`src/rtl/bypass_select_ctrl.sv`:
```
// Per-operand bypass select from a shadow producer pipeline (INT EX->WB, MEM MA->WB); select is combinational.
// Producers appear one cycle after presentation and leave after WB; stall holds all state, clear drops producers.
module bypass_select_ctrl #(
   parameter int INT_LANES = 2,
   parameter int MEM_LANES = 2,
   parameter int CONSUMERS = 6,
   parameter int PREG_W    = 7,
   parameter int LANE_W    = 1,
   parameter int CNT_W     = 32
) (
   input  logic                          clk,
   input  logic                          rst,
   input  logic                          stall,
   input  logic                          clear,
   input  logic [INT_LANES-1:0]          int_dst_valid,
   input  logic [INT_LANES*PREG_W-1:0]   int_dst_preg,
   input  logic [MEM_LANES-1:0]          mem_dst_valid,
   input  logic [MEM_LANES*PREG_W-1:0]   mem_dst_preg,
   input  logic [CONSUMERS-1:0]          src_valid,
   input  logic [CONSUMERS*PREG_W-1:0]   src_preg,
   output logic [CONSUMERS-1:0]          sel_hit,
   output logic [CONSUMERS*2-1:0]        sel_stg,
   output logic [CONSUMERS*LANE_W-1:0]   sel_lane,
   output logic [CNT_W-1:0]              hit_count
);

   localparam logic [1:0] STG_INT_EX = 2'd0;
   localparam logic [1:0] STG_INT_WB = 2'd1;
   localparam logic [1:0] STG_MEM_MA = 2'd2;
   localparam logic [1:0] STG_MEM_WB = 2'd3;

   logic [INT_LANES-1:0]             iex_v, iwb_v;
   logic [INT_LANES-1:0][PREG_W-1:0] iex_t, iwb_t;
   logic [MEM_LANES-1:0]             mma_v, mwb_v;
   logic [MEM_LANES-1:0][PREG_W-1:0] mma_t, mwb_t;
   logic [PREG_W-1:0]                src_tag;
   logic [CNT_W:0]                   hit_sum;

   // Tags need no reset: they are only ever qualified by their valid bit.
   always_ff @(posedge clk) begin
      if (rst || clear) begin
         iex_v <= '0;
         iwb_v <= '0;
         mma_v <= '0;
         mwb_v <= '0;
      end else if (!stall) begin
         iex_v <= int_dst_valid;
         iex_t <= int_dst_preg;
         iwb_v <= iex_v;
         iwb_t <= iex_t;
         mma_v <= mem_dst_valid;
         mma_t <= mem_dst_preg;
         mwb_v <= mma_v;
         mwb_t <= mma_t;
      end
   end

   // Candidates are scanned lowest priority first so the last match written wins.
   always_comb begin
      sel_hit  = '0;
      sel_stg  = '0;
      sel_lane = '0;
      src_tag  = '0;
      for (int c = 0; c < CONSUMERS; c++) begin
         src_tag = src_preg[c*PREG_W +: PREG_W];
         if (src_valid[c]) begin
            for (int i = MEM_LANES-1; i >= 0; i--) begin
               if (mwb_v[i] && mwb_t[i] == src_tag) begin
                  sel_hit[c]                   = 1'b1;
                  sel_stg[c*2 +: 2]            = STG_MEM_WB;
                  sel_lane[c*LANE_W +: LANE_W] = LANE_W'(i);
               end
            end
            for (int i = INT_LANES-1; i >= 0; i--) begin
               if (iwb_v[i] && iwb_t[i] == src_tag) begin
                  sel_hit[c]                   = 1'b1;
                  sel_stg[c*2 +: 2]            = STG_INT_WB;
                  sel_lane[c*LANE_W +: LANE_W] = LANE_W'(i);
               end
            end
            for (int i = MEM_LANES-1; i >= 0; i--) begin
               if (mma_v[i] && mma_t[i] == src_tag) begin
                  sel_hit[c]                   = 1'b1;
                  sel_stg[c*2 +: 2]            = STG_MEM_MA;
                  sel_lane[c*LANE_W +: LANE_W] = LANE_W'(i);
               end
            end
            for (int i = INT_LANES-1; i >= 0; i--) begin
               if (iex_v[i] && iex_t[i] == src_tag) begin
                  sel_hit[c]                   = 1'b1;
                  sel_stg[c*2 +: 2]            = STG_INT_EX;
                  sel_lane[c*LANE_W +: LANE_W] = LANE_W'(i);
               end
            end
         end
      end
   end

   always_comb begin
      hit_sum = {1'b0, hit_count};
      for (int c = 0; c < CONSUMERS; c++) begin
         hit_sum = hit_sum + (CNT_W+1)'(sel_hit[c]);
      end
   end

   // Carry out of the widened sum means the counter would wrap: pin it at all-ones.
   always_ff @(posedge clk) begin
      if (rst) begin
         hit_count <= '0;
      end else if (!stall && !clear) begin
         hit_count <= hit_sum[CNT_W] ? {CNT_W{1'b1}} : hit_sum[CNT_W-1:0];
      end
   end

endmodule

```
`config.mk`:
```
export PLATFORM = sky130hd
export DESIGN_NAME = bypass_select_ctrl
export DESIGN_NICKNAME = d
export VERILOG_FILES = /design/src/rtl/bypass_select_ctrl.sv
export SDC_FILE = /design/constraint.sdc
export NUM_CORES = 1
export LEC_CHECK = 0
export ABC_CLOCK_PERIOD_IN_PS = 7550
export CORE_ASPECT_RATIO = 0.6
export CORE_MARGIN = 2
export CORE_UTILIZATION = 45
export DETAILED_ROUTE_END_ITERATION = 12
export PLACE_DENSITY_LB_ADDON = 0.25
export RECOVER_POWER = 25
export SYNTH_ARGS = -nofsm -noshare
export SYNTH_HDL_FRONTEND = slang
export SYNTH_SLANG_ARGS = --single-unit
```
`constraint.sdc`:
```
create_clock -name clk -period 7.55 [get_ports clk]
set_input_delay 1.51 -clock clk [delete_from_list [all_inputs] [get_ports clk]]
set_output_delay 1.51 -clock clk [all_outputs]
set_load 0.02 [all_outputs]
```
# Word-level counts from Yosys, hierarchy flattened
# Index checks and enable logic that the tools add are counted.
dict set report op_classes {
  addsub 6
  n_eq_ne 48
  n_mux 157
  n_bitwise 2
  n_reduce_logical 53
}
# cell n
set op_table {}
lappend op_table {{$eq A7 B7 Y1} 48}
lappend op_table {{$add A33 B1 Y33} 5}
lappend op_table {{$mux W2} 54}
lappend op_table {{$mux W1} 102}
lappend op_table {{$logic_and A1 B1 Y1} 49}
lappend op_table {{$add A32 B1 Y33} 1}
lappend op_table {{$mux W32} 1}
lappend op_table {{$logic_not A1 Y1} 2}
lappend op_table {{$not A1 Y1} 2}
lappend op_table {{$reduce_and A2 Y1} 1}
lappend op_table {{$logic_or A1 B1 Y1} 1}
dict set report totals {
  register_bits 96
  input_bits 84
  output_inout_bits 56
  wordCells 279
}

# Depth between registers and ports, before layout
dict set report depth {
  word_depth 18
  depth_mapped 18
  mapped_depth_nobuf 15
}

# Least setup slack after synthesis
# No wires, ideal clock.
dict set report synth_path {
  path_type {input to register}
  start {input rst}
  end {register iex_t[0] (netlist bit) (enable)}
  setup_time_ns 0.539
  arrival_time_ns 5.689
  required_time_ns 7.011
  setup_slack_ns 1.323
  cell_stages 3
  path_buffers 2
  path_cell_list {clkbuf_1 -> clkbuf_1 -> nor3_1}
}
dict set report synth_between {
  elab_chain_cells 3
}
# item line
set synth_lines {}
lappend synth_lines {{from (decl)} 12} ;# input logic rst,
lappend synth_lines {{$logic_or A1 B1 Y1} 41} ;# if (rst || clear) begin
lappend synth_lines {{$not A1 Y1 (no line)} n/a}
lappend synth_lines {{$reduce_and A2 Y1 (no line)} n/a}
lappend synth_lines {{to (signal assigned)} 48} ;# iex_t <= int_dst_preg;
lappend synth_lines {{to (decl)} 33} ;# logic [INT_LANES-1:0][PREG_W-1:0] iex_t, iwb_t;
# Every way passes these cells.
# A chain may end at the register's enable or synchronous reset.

# Worst setup path in the final report
dict set report layout_path {
  start {input src_preg[7]}
  end {register hit_count[0]}
}
dict set report layout_between {
  elab_chain_cells 17
  elab_cells_between_ends 31
  cone_classes {add/sub: 5; eq/ne: 8; mux: 10; reduce/logical: 8}
}
# item line
set layout_lines {}
lappend layout_lines {{from (decl)} 20} ;# input logic [CONSUMERS*PREG_W-1:0] src_preg,
lappend layout_lines {{$eq A7 B7 Y1} 68} ;# if (mwb_v[i] && mwb_t[i] == src_tag) begin
lappend layout_lines {{$logic_and A1 B1 Y1} 68}
lappend layout_lines {{$mux W1 (2 in a row)} 68}
lappend layout_lines {{$mux W1 (2 in a row)} 75} ;# if (iwb_v[i] && iwb_t[i] == src_tag) begin
lappend layout_lines {{$mux W1 (2 in a row)} 82} ;# if (mma_v[i] && mma_t[i] == src_tag) begin
lappend layout_lines {{$mux W1} 89} ;# if (iex_v[i] && iex_t[i] == src_tag) begin
lappend layout_lines {{$mux W1 (*)} 89}
lappend layout_lines {{$mux W1 (*)} 66} ;# if (src_valid[c]) begin
lappend layout_lines {{$add A33 B1 Y33 (*) (5 in a row)} 102} ;# hit_sum = hit_sum + (CNT_W+1)'(sel_hit[c]);
lappend layout_lines {{$mux W32 (*)} 111} ;# hit_count <= hit_sum[CNT_W] ? {CNT_W{1'b1}} : hit_sum[CNT_W-1:0];
lappend layout_lines {{to (signal assigned)} 111}
lappend layout_lines {{to (decl)} 24} ;# output logic [CNT_W-1:0] hit_count
# Mark *: on every way between the ends. The rest lies on a longest branch, timed or not.

==> reports/metrics.yaml <==
slowest_delay_ps: 700
drive_gt1_share_pct: 2.60
async_flop_share_pct: 0
fin_crit_ps: 6740
seqPwrFrac_pct: 47.1
power_frac_comb_pct: 18.8
ys_types: 53
cts_setup_buffers: 0
path_cells: "clkdlybuf4s50_1 > xor2_1 > nor4_1 > nand4_1 > and2_1 > a31o_2 > fa_1 > fa_1 > fa_1 > fa_1 > nor2b_1 > o21a_1 > and3_1 > nand2_2 > a21oi_1"
fin_skew_ps: 11.0
internal-power_uw: 918
start_kind: "input port"
die_area_um2: 20400
critPathSlowestCell: "clkdlybuf4s50_1"
start_util_pct: 45.8
nets: 1087
finalSetupViolCount: 0
clk_path_buf_depth: 2
place_inst: 1231
cts_tree: "done"
postSynthCellCount: 958
n_fill_cell: 1751
clk_latency_ps: 360
grt_pass1_wl_um: 44600
vdd_drop_max_uv: 114
ctsHoldBuffers: 0
status: "completed"
grt_busiest_layer: "met1"
gr-usage-all-layers_pct: 29.6
timing.final.hold_violations: 0
syn_to_final_growth_pct: 15.5
num_antenna_cells: 0
antenna_found_initial: 0
synth_edf_count: 56
yosys_most_used_dff: "edfxtp_1"
critPathCaptureType: "register"
gp_congestion: 1.07
dpl.hpwl_um: 21700
worstMarginPinSlew_ps: 1040
rsz0062_at_grt: "false"
htree_levels: 3
cts_buffers: 9
switching_share_pct: 29.8
ys_seq_elements: 96
die_w_um: 183
min_path_type: "reg -> reg"
avgSynthCellArea_um2: 9.05
use_met2_pct: 40.4
grt_max_degree: 57
final_antenna_net_count: 0
fin_cells: 1246
die_h_um: 112
grt_pass1_vias: 7201
io_pins: 140
numPortBuffers: 139
viasPerCell: 6.08
worstPathArrival_ps: 7020
cp_common_cell: "fa_1"
rows: 39
maxCapViolCount: 0
total_power_mw: 1.31
use_met1_pct: 44.4
ff2ff_setup_slack_ps: 1700
yosysSeqAreaShare_pct: 28.6
cts_root_buffer: "clkbuf_16"
coreArea_um2: 18900
crit_path_max_fanout: 24
routed_wl_um: 30300
p_switching_uw: 389
power_leakage_nw: 3.10
fin_crit_sh_pct: 89.3
power.density_nw_per_um2: 130
drc: 0
cts.sinks: 96
vias: 7577
use_met3_pct: 7.56
setup_tns_ps: 0
slew_headroom_pct: 30.8
drtPass1Iterations: 7
overflow: 0
wl_per_cell_um: 24.3
required_ps: 7830
pre_cts_ws_ps: 513
slew_viol_final: 0
power_frac_clock_pct: 34.1
fmax_mhz: 148
setup_ws_ps: 808
syn-num-nets: 1049
fin_util_pct: 52.9
clk_pin_slew_ps: 80
worst-setup-path-type: "in -> reg"
drtIter0Drc: 1128
ctsResizeCount: 0
yosysWarnings: 0
netlist_area_um2: 8670
[synth_stat cells, types with 3 or more instances]
| cell type | n | area share [%] |
|---|---|---|
| xnor2_1 | 250 | 25 |
| xor2_1 | 108 | 11 |
| nand4_1 | 93 | 6.7 |
| nor2_1 | 72 | 3.1 |
| buf_2 | 71 | 4.1 |
| edfxtp_1 | 56 | 19 |
| dfxtp_1 | 40 | 9.2 |
| buf_4 | 32 | 2.8 |
| a21oi_1 | 31 | 1.8 |
| nor4_1 | 21 | 1.5 |
| inv_1 | 14 | 0.61 |
| or4_1 | 12 | 1.0 |
| and4_1 | 10 | 1.0 |
| nand2_1 | 10 | 0.43 |
| or3_1 | 9 | 0.65 |
| clkbuf_1 | 8 | 0.35 |
| mux2i_1 | 8 | 0.92 |
| o21ai_0 | 8 | 0.46 |
| and2_1 | 7 | 0.50 |
| nand3_1 | 7 | 0.40 |
| o211ai_1 | 7 | 0.61 |
| and3_1 | 6 | 0.43 |
| nor3_1 | 6 | 0.35 |
| nor3b_1 | 6 | 0.52 |
| o21a_1 | 6 | 0.52 |
| a211oi_1 | 5 | 0.43 |
| a31oi_1 | 5 | 0.36 |
| o21ai_1 | 5 | 0.29 |
| a311oi_1 | 4 | 0.40 |
| buf_1 | 4 | 0.17 |
| fa_1 | 4 | 0.92 |
| o31a_1 | 4 | 0.40 |
| ha_1 | 3 | 0.43 |
[sequential cells by signal (all words and copies together) (netlist names)]
| signal | flops |
|---|---|
| mwb_t | 14 |
| iwb_t | 14 |
| hit_count | 32 |
| mma_t | 14 |
| mma_v | 2 |
| iex_v | 2 |
| mwb_v | 2 |
| iex_t | 14 |
| iwb_v | 2 |
[layer usage]
| layer | vias up | routed length (µm) |
|---|---|---|
| met1 | 3605 | 13500 |
| met3 | 98 | 3890 |
| met4 | 0 | 1070 |
| met5 | - | 0 |
| li1 | 3369 | - |
| met2 | 505 | 11800 |
[power by group through the flow]
stage	logic (mW)	registers, mW	clock network (mW)
2_1_floorplan	0.206	0.583	0
3_3_place_gp	0.239	0.624	0
3_5_place_dp	0.245	0.624	0
4_1_cts	0.246	0.612	0.453
5_1_grt	0.266	0.614	0.475
6_report	0.245	0.616	0.445
[cell usage in the layout, fill, tap and decap left out, types with 8 or more instances in the layout]
cell             Yosys  final
xnor2_1            250    250
clkdlybuf4s50_1      0    115
xor2_1             108    108
a21oi_1             31     31
dlygate4sd3_1        0     24
edfxtp_1            56     56
nand4_1             93     93
dfxtp_1             40     40
clkbuf_16            0      9
or3_1                9      9
nor2_1              72     72
o21ai_0              8      8
mux2i_1              8      8
nand2_1             10     10
inv_1               14     14
nor4_1              21     21
or4_1               12     12
and4_1              10     10
[worst max-delay path, delay by kind of cell]
kind                     cells  cell delay, ps
AO/OA/AOI/OAI                3             760
XOR/XNOR                     1             260
adder cells (fa/ha/maj)      4            1860
buffers and inverters        1             700
AND/OR/NAND/NOR              6            1930
[area by class of cell]
cell class,count,area [µm²],share of cell area (%)
Clock buffer,9,225,2.25
Clock inverter,6,45.0,0.450
Inverter,14,52.6,0.525
Multi-Input combinational cell,732,5490,54.8
Sequential cell,96,2480,24.8
Tap cell,246,308,3.07
Timing Repair Buffer,143,1410,14.1
[cell families (layout without fill, tap and decap cells)]
| family | Yosys count | count (layout) | synth area share, % |
|---|---|---|---|
| AO/OA/AOI/OAI | 86 | 86 | 6.65 |
| XOR/XNOR | 358 | 358 | 36.2 |
| adder cells (fa/ha/maj) | 7 | 7 | 1.36 |
| buffers and inverters | 130 | 172 | 8.17 |
| AND/OR/NAND/NOR | 272 | 272 | 18.0 |
| multiplexers | 9 | 9 | 1.05 |
| flip-flops | 96 | 96 | 28.6 |
[metrics by stage]
step | hold slack (ps) | cell area (µm²)
final | 557 | 10000
after global routing | 591 | 10000
after CTS | 560 | 10000
after detailed placement | 545 | 9750
after global placement | 534 | 9750
after floorplan | 421 | 8670
[path summary, 6_finish.rpt]
check | start | cells after the start | endpoint
hold reg to reg | hit_count[2]$_SDFFE_PP0P_ | 2 | hit_count[2]$_SDFFE_PP0P_
hold / removal | hit_count[2]$_SDFFE_PP0P_ | 2 | hit_count[2]$_SDFFE_PP0P_
setup / recovery | src_preg[7] | 15 | hit_count[0]$_SDFFE_PP0P_
setup reg to reg | iex_t[2]$_DFFE_PP_ | 15 | hit_count[0]$_SDFFE_PP0P_
(Power assumes the default switching activity.)
